## config.mk

```make
export PLATFORM = sky130hd
export DESIGN_NAME = result_drain_packer_flat
export DESIGN_NICKNAME = d
export VERILOG_FILES = /design/src/rtl/gemm_pkg.sv /design/src/rtl/result_drain_packer_if.sv /design/src/rtl/result_lane_packer.sv /design/src/rtl/result_drain_packer.sv /design/src/flat_wrapper.sv
export SDC_FILE = /design/constraint.sdc
export NUM_CORES = 1
export LEC_CHECK = 0
export CAP_MARGIN = 20
export CORE_ASPECT_RATIO = 0.5
export CORE_MARGIN = 4
export CORE_UTILIZATION = 50
export CTS_CLUSTER_DIAMETER = 100
export CTS_CLUSTER_SIZE = 12
export DETAILED_ROUTE_END_ITERATION = 10
export DONT_BUFFER_PORTS = 1
export PLACE_DENSITY = 0.66
export SLEW_MARGIN = 20
export SYNTH_ARGS = -nofsm -noshare
export SYNTH_HDL_FRONTEND = slang
export SYNTH_SLANG_ARGS = --single-unit
```

## constraint.sdc

```tcl
create_clock -name i_clk -period 14.1 [get_ports i_clk]
set_clock_uncertainty 0.05 [all_clocks]
set_input_delay 0.705 -clock i_clk [delete_from_list [all_inputs] [get_ports i_clk]]
set_output_delay 0.705 -clock i_clk [all_outputs]
set_load 0.03 [all_outputs]
```

## src/rtl/gemm_pkg.sv

```systemverilog
// Shared types and constants for the GEMM result drain path.
package gemm_pkg;

  localparam int unsigned FP16_W = 16;

  typedef enum logic [1:0] {
    IDLE  = 2'd0,
    DRAIN = 2'd1,
    FLUSH = 2'd2,
    DONE  = 2'd3
  } drain_state_t;

endpackage

```

## src/rtl/result_drain_packer_if.sv

```systemverilog
// Wide-word host write bus: packed FP16 lanes with lane mask, last flag and valid/ready.
interface result_drain_packer_if #(
  parameter int unsigned LANES = 8
);
  import gemm_pkg::*;

  logic [FP16_W*LANES-1:0] wr_data;
  logic [LANES-1:0]        wr_lane_mask;
  logic                    wr_last;
  logic                    wr_valid;
  logic                    wr_ready;

  modport master (
    output wr_data,
    output wr_lane_mask,
    output wr_last,
    output wr_valid,
    input  wr_ready
  );

  modport slave (
    input  wr_data,
    input  wr_lane_mask,
    input  wr_last,
    input  wr_valid,
    output wr_ready
  );

endinterface

```

## src/rtl/result_lane_packer.sv

```systemverilog
// Collects FP16 results into lane registers and hands full or partial words to the
// write bus, holding the word stable until it is accepted.
module result_lane_packer
  import gemm_pkg::*;
#(
  parameter int unsigned LANES = 8
) (
  input  logic                         i_clk,
  input  logic                         i_reset,
  input  logic                         i_push,
  input  logic [FP16_W-1:0]            i_push_data,
  input  logic                         i_load_req,
  input  logic                         i_load_last,
  output logic [$clog2(LANES+1)-1:0]   o_fill,
  result_drain_packer_if.master        wr_if
);

  localparam int unsigned FILL_W = $clog2(LANES + 1);
  localparam int unsigned WORD_W = FP16_W * LANES;

  logic [WORD_W-1:0] r_lanes;
  logic [FILL_W-1:0] r_fill;
  logic [WORD_W-1:0] r_data;
  logic [LANES-1:0]  r_mask;
  logic              r_last;
  logic              r_valid;

  logic [LANES-1:0]  w_mask;
  logic              w_load;

  // Mask covers the low r_fill lanes.
  always_comb begin
    w_mask = '0;
    for (int i = 0; i < LANES; i++) begin
      w_mask[i] = (FILL_W'(i) < r_fill);
    end
  end

  assign w_load = i_load_req && (!r_valid || wr_if.wr_ready);

  always_ff @(posedge i_clk or posedge i_reset) begin
    if (i_reset) begin
      r_lanes <= '0;
      r_fill  <= '0;
      r_data  <= '0;
      r_mask  <= '0;
      r_last  <= 1'b0;
      r_valid <= 1'b0;
    end else if (w_load) begin
      // Lanes are cleared on hand-off so a later partial word has zero upper lanes.
      r_data  <= r_lanes;
      r_mask  <= w_mask;
      r_last  <= i_load_last;
      r_valid <= 1'b1;
      r_lanes <= '0;
      r_fill  <= '0;
    end else begin
      if (wr_if.wr_ready) begin
        r_valid <= 1'b0;
      end
      if (i_push) begin
        for (int i = 0; i < LANES; i++) begin
          if (r_fill == FILL_W'(i)) begin
            r_lanes[i*FP16_W +: FP16_W] <= i_push_data;
          end
        end
        r_fill <= r_fill + FILL_W'(1);
      end
    end
  end

  assign o_fill             = r_fill;
  assign wr_if.wr_data      = r_data;
  assign wr_if.wr_lane_mask = r_mask;
  assign wr_if.wr_last      = r_last;
  assign wr_if.wr_valid     = r_valid;

endmodule

```

## src/rtl/result_drain_packer.sv

```systemverilog
// Drains i_num_results FP16 entries from the result buffer and packs them into wide words.
// Optional perf counters are built when RESULT_DRAIN_PERF_EN is defined.
module result_drain_packer
  import gemm_pkg::*;
#(
  parameter int unsigned LANES = 8,
  parameter int unsigned CNT_W = 15
) (
  input  logic                  i_clk,
  input  logic                  i_reset,
  input  logic                  i_start,
  input  logic [CNT_W-1:0]      i_num_results,
  output logic                  o_busy,
  output logic                  o_done,
  output logic                  o_rd_en,
  input  logic [FP16_W-1:0]     i_rd_data,
  input  logic [CNT_W-1:0]      i_count,
  result_drain_packer_if.master wr_if,
  output logic [31:0]           o_stall_cycles,
  output logic [31:0]           o_starve_cycles
);

  localparam int unsigned FILL_W = $clog2(LANES + 1);
  localparam int unsigned OCC_W  = FILL_W + 1;

  drain_state_t      r_state;
  logic [CNT_W-1:0]  r_remaining;
  logic              r_pending;
  logic              r_busy;
  logic              r_done;

  logic [FILL_W-1:0] w_fill;
  logic [OCC_W-1:0]  w_occupancy;
  logic              w_rd_en;
  logic              w_start_acc;
  logic              w_load_req;
  logic              w_load_last;
  logic              w_last_acc;

  // Occupancy counts lanes filled plus the read still in flight.
  assign w_occupancy = OCC_W'(w_fill) + OCC_W'(r_pending);
  assign w_rd_en     = (r_state == DRAIN) && (r_remaining != '0) &&
                       (i_count > CNT_W'(r_pending)) && (w_occupancy < OCC_W'(LANES));
  assign w_start_acc = i_start && (r_state == IDLE);
  // Full words go out during DRAIN; the final word (full or partial) goes out in FLUSH.
  assign w_load_req  = ((r_state == DRAIN) && (r_remaining != '0) && (w_fill == FILL_W'(LANES))) ||
                       ((r_state == FLUSH) && (w_fill != '0));
  assign w_load_last = (r_state == FLUSH);
  assign w_last_acc  = wr_if.wr_valid && wr_if.wr_ready && wr_if.wr_last;

  always_ff @(posedge i_clk or posedge i_reset) begin
    if (i_reset) begin
      r_state     <= IDLE;
      r_remaining <= '0;
      r_pending   <= 1'b0;
      r_busy      <= 1'b0;
      r_done      <= 1'b0;
    end else begin
      r_pending <= w_rd_en;
      r_done    <= 1'b0;
      if (w_rd_en) begin
        r_remaining <= r_remaining - CNT_W'(1);
      end
      case (r_state)
        IDLE: begin
          if (w_start_acc) begin
            if (i_num_results == '0) begin
              r_state <= DONE;
              r_done  <= 1'b1;
            end else begin
              r_state     <= DRAIN;
              r_remaining <= i_num_results;
              r_busy      <= 1'b1;
            end
          end
        end
        DRAIN: begin
          if ((r_remaining == '0) && !r_pending) begin
            r_state <= FLUSH;
          end
        end
        FLUSH: begin
          if (w_last_acc) begin
            r_state <= DONE;
            r_busy  <= 1'b0;
            r_done  <= 1'b1;
          end
        end
        default: begin
          r_state <= IDLE;
        end
      endcase
    end
  end

  result_lane_packer #(
    .LANES (LANES)
  ) u_lane_packer (
    .i_clk       (i_clk),
    .i_reset     (i_reset),
    .i_push      (r_pending),
    .i_push_data (i_rd_data),
    .i_load_req  (w_load_req),
    .i_load_last (w_load_last),
    .o_fill      (w_fill),
    .wr_if       (wr_if)
  );

  assign o_busy  = r_busy;
  assign o_done  = r_done;
  assign o_rd_en = w_rd_en;

`ifdef RESULT_DRAIN_PERF_EN
  logic [31:0] r_stall_cycles;
  logic [31:0] r_starve_cycles;

  // Saturating perf counters, cleared by each accepted command.
  always_ff @(posedge i_clk or posedge i_reset) begin
    if (i_reset) begin
      r_stall_cycles  <= '0;
      r_starve_cycles <= '0;
    end else if (w_start_acc) begin
      r_stall_cycles  <= '0;
      r_starve_cycles <= '0;
    end else begin
      if (r_busy && wr_if.wr_valid && !wr_if.wr_ready && (r_stall_cycles != '1)) begin
        r_stall_cycles <= r_stall_cycles + 32'd1;
      end
      if ((r_state == DRAIN) && (r_remaining != '0) && (i_count <= CNT_W'(r_pending)) &&
          (r_starve_cycles != '1)) begin
        r_starve_cycles <= r_starve_cycles + 32'd1;
      end
    end
  end

  assign o_stall_cycles  = r_stall_cycles;
  assign o_starve_cycles = r_starve_cycles;
`else
  assign o_stall_cycles  = 32'd0;
  assign o_starve_cycles = 32'd0;
`endif

endmodule

```

## src/flat_wrapper.sv

```systemverilog
// flat-port wrapper written by rule: the top's interface ports become plain ports
module result_drain_packer_flat import gemm_pkg::*;
#(
  parameter int unsigned LANES = 8,
  parameter int unsigned CNT_W = 15
)
  (i_clk, i_reset, i_start, i_num_results, o_busy, o_done, o_rd_en, i_rd_data, i_count, o_stall_cycles, o_starve_cycles, wr_if_wr_data, wr_if_wr_lane_mask, wr_if_wr_last, wr_if_wr_valid, wr_if_wr_ready);
  result_drain_packer_if #(.LANES(LANES)) wr_if_i ();
  input  logic i_clk;
  input  logic i_reset;
  input  logic i_start;
  input  logic [CNT_W-1:0] i_num_results;
  output logic o_busy;
  output logic o_done;
  output logic o_rd_en;
  input  logic [FP16_W-1:0] i_rd_data;
  input  logic [CNT_W-1:0] i_count;
  output logic [31:0] o_stall_cycles;
  output logic [31:0] o_starve_cycles;
  output wire logic [$bits(wr_if_i.wr_data)-1:0] wr_if_wr_data;
  output wire logic [$bits(wr_if_i.wr_lane_mask)-1:0] wr_if_wr_lane_mask;
  output wire logic [$bits(wr_if_i.wr_last)-1:0] wr_if_wr_last;
  output wire logic [$bits(wr_if_i.wr_valid)-1:0] wr_if_wr_valid;
  input wire logic [$bits(wr_if_i.wr_ready)-1:0] wr_if_wr_ready;
  assign wr_if_wr_data = wr_if_i.wr_data;
  assign wr_if_wr_lane_mask = wr_if_i.wr_lane_mask;
  assign wr_if_wr_last = wr_if_i.wr_last;
  assign wr_if_wr_valid = wr_if_i.wr_valid;
  assign wr_if_i.wr_ready = wr_if_wr_ready;
  result_drain_packer #(.LANES(LANES), .CNT_W(CNT_W)) u_core (.i_clk(i_clk), .i_reset(i_reset), .i_start(i_start), .i_num_results(i_num_results), .o_busy(o_busy), .o_done(o_done), .o_rd_en(o_rd_en), .i_rd_data(i_rd_data), .i_count(i_count), .wr_if(wr_if_i), .o_stall_cycles(o_stall_cycles), .o_starve_cycles(o_starve_cycles));
endmodule
```

==> impl_metrics.json <==
{
  "detail_route.first_pass.iterations": 5,
  "synth-async-reset-ratio": 1.000,
  "crit_path_start_kind": "flop",
  "vias_per_cell": 5.487,
  "cp.arrival_ps": 4170,
  "wl_per_cell_um": 21.24,
  "synthTopCellsByArea": "dfrtp_1 57%, mux2_4 9.5%, nand2_1 6.9%",
  "drc": 0,
  "tightest_slew_ps": 1098,
  "netlist_area_sq_mm": 0.01280,
  "overflow": 0,
  "min_period_ps": 3778,
  "io_pins": 255,
  "rsz0062_at_grt": "no",
  "placed_cell_area_sq_mm": 0.01263,
  "worstPathRequired_ps": 14490,
  "worst-setup-path-type": "flop to flop",
  "dieWidth_um": 234.3,
  "finalCritPeriodShare": 0.2680,
  "grt_pass1_wl_mm": 46.46,
  "synth-edff-count": 0,
  "finalHoldViolations": 0,
  "yosys_register_bits": 290,
  "synth_cell_types": 47,
  "reg2reg_from": "u_core.u_lane_packer.o_fill[0]",
  "clk_pin_slew_ps": 60,
  "critical_path.startpoint": "u_core.u_lane_packer.o_fill[0]",
  "ys.warnings.count": 0,
  "holdWs_ps": 104.9,
  "dr_total_vias": 7825,
  "die_area_sq_mm": 0.02839,
  "wl_met2_mm": 13.58,
  "powerDensity_mw_per_mm2": 233.8,
  "crit_fanout": 183,
  "coreArea_sq_mm": 0.02519,
  "clock_path_buffers": 3,
  "layout.nets": 1140,
  "final_common_cell": "dfrtp_1",
  "post-route-util": 0.5314,
  "cts_buffers": 28,
  "status": "completed",
  "crit_buf_inv": 3,
  "cts_max_level": 1,
  "yosysTopAreaCellShare": 0.5668,
  "cts_resized": 0,
  "syn_area_per_cell_sq_um": 11.42,
  "clkLatencyLatePin_ps": 560,
  "row_count": 41,
  "endpoint_kind": "flop",
  "drt-met1-wl_mm": 13.42,
  "met3_length_mm": 2.513,
  "routed_wl_mm": 30.29,
  "portBuffers": 0,
  "fin_area_sq_mm": 0.01338,
  "hold_class": "input port to async pin",
  "ir_drop_v": 0.0001539,
  "grt_pass1_vias": 7737,
  "nFillCells": 2118,
  "drive_above_1_share": 0.1693,
  "gp_congestion": 0.8115,
  "seq_area_frac_synth": 0.5668,
  "clock.fmax_mhz": 264.7,
  "syn-instance-count": 1121,
  "drv_cap": 0,
  "crit_top_cell": "inv_1",
  "slowest_stage": "nor2b_4",
  "initial_core_util": 0.5083,
  "highest_layer": "met4",
  "synthFlopType": "dfrtp_1",
  "crit_family": "simple AND/OR/NAND/NOR gates",
  "place_hpwl_mm": 19.75,
  "grt_max_degree": 184,
  "root_buffer": "clkbuf_16",
  "cpPeakStageDelay_ps": 830,
  "cts_tree": "done",
  "drtIter0Drc": 587,
  "synth_top_cell_by_area": "dfrtp_1",
  "setup_violations": 0,
  "postCtsHoldBufs": 0,
  "antenna_found_initial": 0,
  "drv_slew": 0,
  "cts.sinks": 290,
  "post_cts_buffers": 0,
  "ant_nets": 0,
  "path_cells": "inv_1, ha_1, inv_1, nor2_1, a31oi_2, nor2b_4, buf_12, mux2_2",
  "fin_tns_setup_ps": 0,
  "syn2layout_area_growth_pct": 4.534,
  "power_w": 0.003129,
  "leakagePower_nw": 6.327,
  "track_usage": 0.2119,
  "most-common-layout-cells": "290 x dfrtp_1, 235 x nand2_1, 121 x a21oi_1",
  "slew_headroom": 0.2680,
  "chipHeight_um": 121.2
}
-- routing by layer --
metal,GRT usage,vias to the layer above
met5,0,-
met4,0.05269,0
met3,0.06895,48
met2,0.3230,265
met1,0.2963,3955
li1,-,3557
-- kinds of logic after synthesis --
kind of cell / Yosys count / synth area share
AOI/OAI and AO/OA: 165 / 0.07114
xor gates and xnor gates: 2 / 0.001368
adders and majority gates: 9 / 0.008795
buffers and inverters: 155 / 0.07779
DFF: 290 / 0.5668
muxes: 153 / 0.1562
other: 1 / 0.0002929
and+or+nand+nor: 346 / 0.1177
-- final cells by class --
class / count / area (sq um) / share of cell area
Clock buffer: 28 / 700.7 / 0.05235
Tap cell: 344 / 430.4 / 0.03216
Antenna cell: 1 / 2.502 / 0.0001870
Sequential cell: 290 / 7257 / 0.5422
Inverter: 14 / 60.06 / 0.004487
Timing Repair Buffer: 8 / 80.08 / 0.005983
Multi-Input combinational cell: 739 / 4812 / 0.3595
Clock inverter: 2 / 41.29 / 0.003085
-- power breakdown --
| part | leakage (nW) | switching, W | internal (W) |
|---|---|---|---|
| Clock | 0.363 | 0.000301 | 0.000353 |
| Combinational | 2.05 | 0.000445 | 0.000408 |
| Sequential | 3.92 | 0.000517 | 0.00110 |
-- worst register-to-register path, cell delays in order, from the launching register on --
cell,delay (ps)
dfrtp_1,420
inv_1,150
ha_1,300
inv_1,120
nor2_1,200
a31oi_2,180
nor2b_4,830
buf_12,760
mux2_2,670
-- stage by stage --
step	instances	worst slack, ps
after floorplan	1184	5339
after global placement	1395	10630
after detailed placement	1395	10450
after CTS	1425	10380
after global routing	1425	10120
final	1426	10320
-- Yosys cell counts, drive strengths merged (11+ instances only) --
master	n
mux2	131
a31oi	13
buf	115
a21oi	121
nand2	235
dfrtp	290
clkbuf	26
inv	14
nand3	11
o31ai	11
mux2i	22
nor2	42
-- registers in the layout, summed over array words and instances, names as in the netlist --
name,flops
u_core.u_lane_packer.wr_if.wr_last,1
u_core.u_lane_packer.wr_if.wr_lane_mask,8
u_core.o_done,1
u_core.u_lane_packer.wr_if.wr_valid,1
u_core.u_lane_packer.r_lanes,128
u_core.u_lane_packer.o_fill,4
u_core.r_state,2
u_core.r_pending,1
u_core.o_busy,1
u_core.r_remaining,15
u_core.u_lane_packer.wr_if.wr_data,128
-- path summary, 6_finish.rpt --
path | endpoint | slack [ps] | depth (start not counted)
max | u_core.u_lane_packer.wr_if.wr_data[83] | 10320 | 8
min | u_core.r_remaining[2] | 100 | 1
max reg2reg | u_core.u_lane_packer.wr_if.wr_data[83] | 10320 | 8
min reg2reg | u_core.u_lane_packer.wr_if.wr_data[1] | 450 | 1
max in group asynchronous | u_core.u_lane_packer.wr_if.wr_data[53] | 12570 | 2
min in group i_clk | u_core.u_lane_packer.r_lanes[66] | 220 | 2
(Power assumes the default switching activity.)
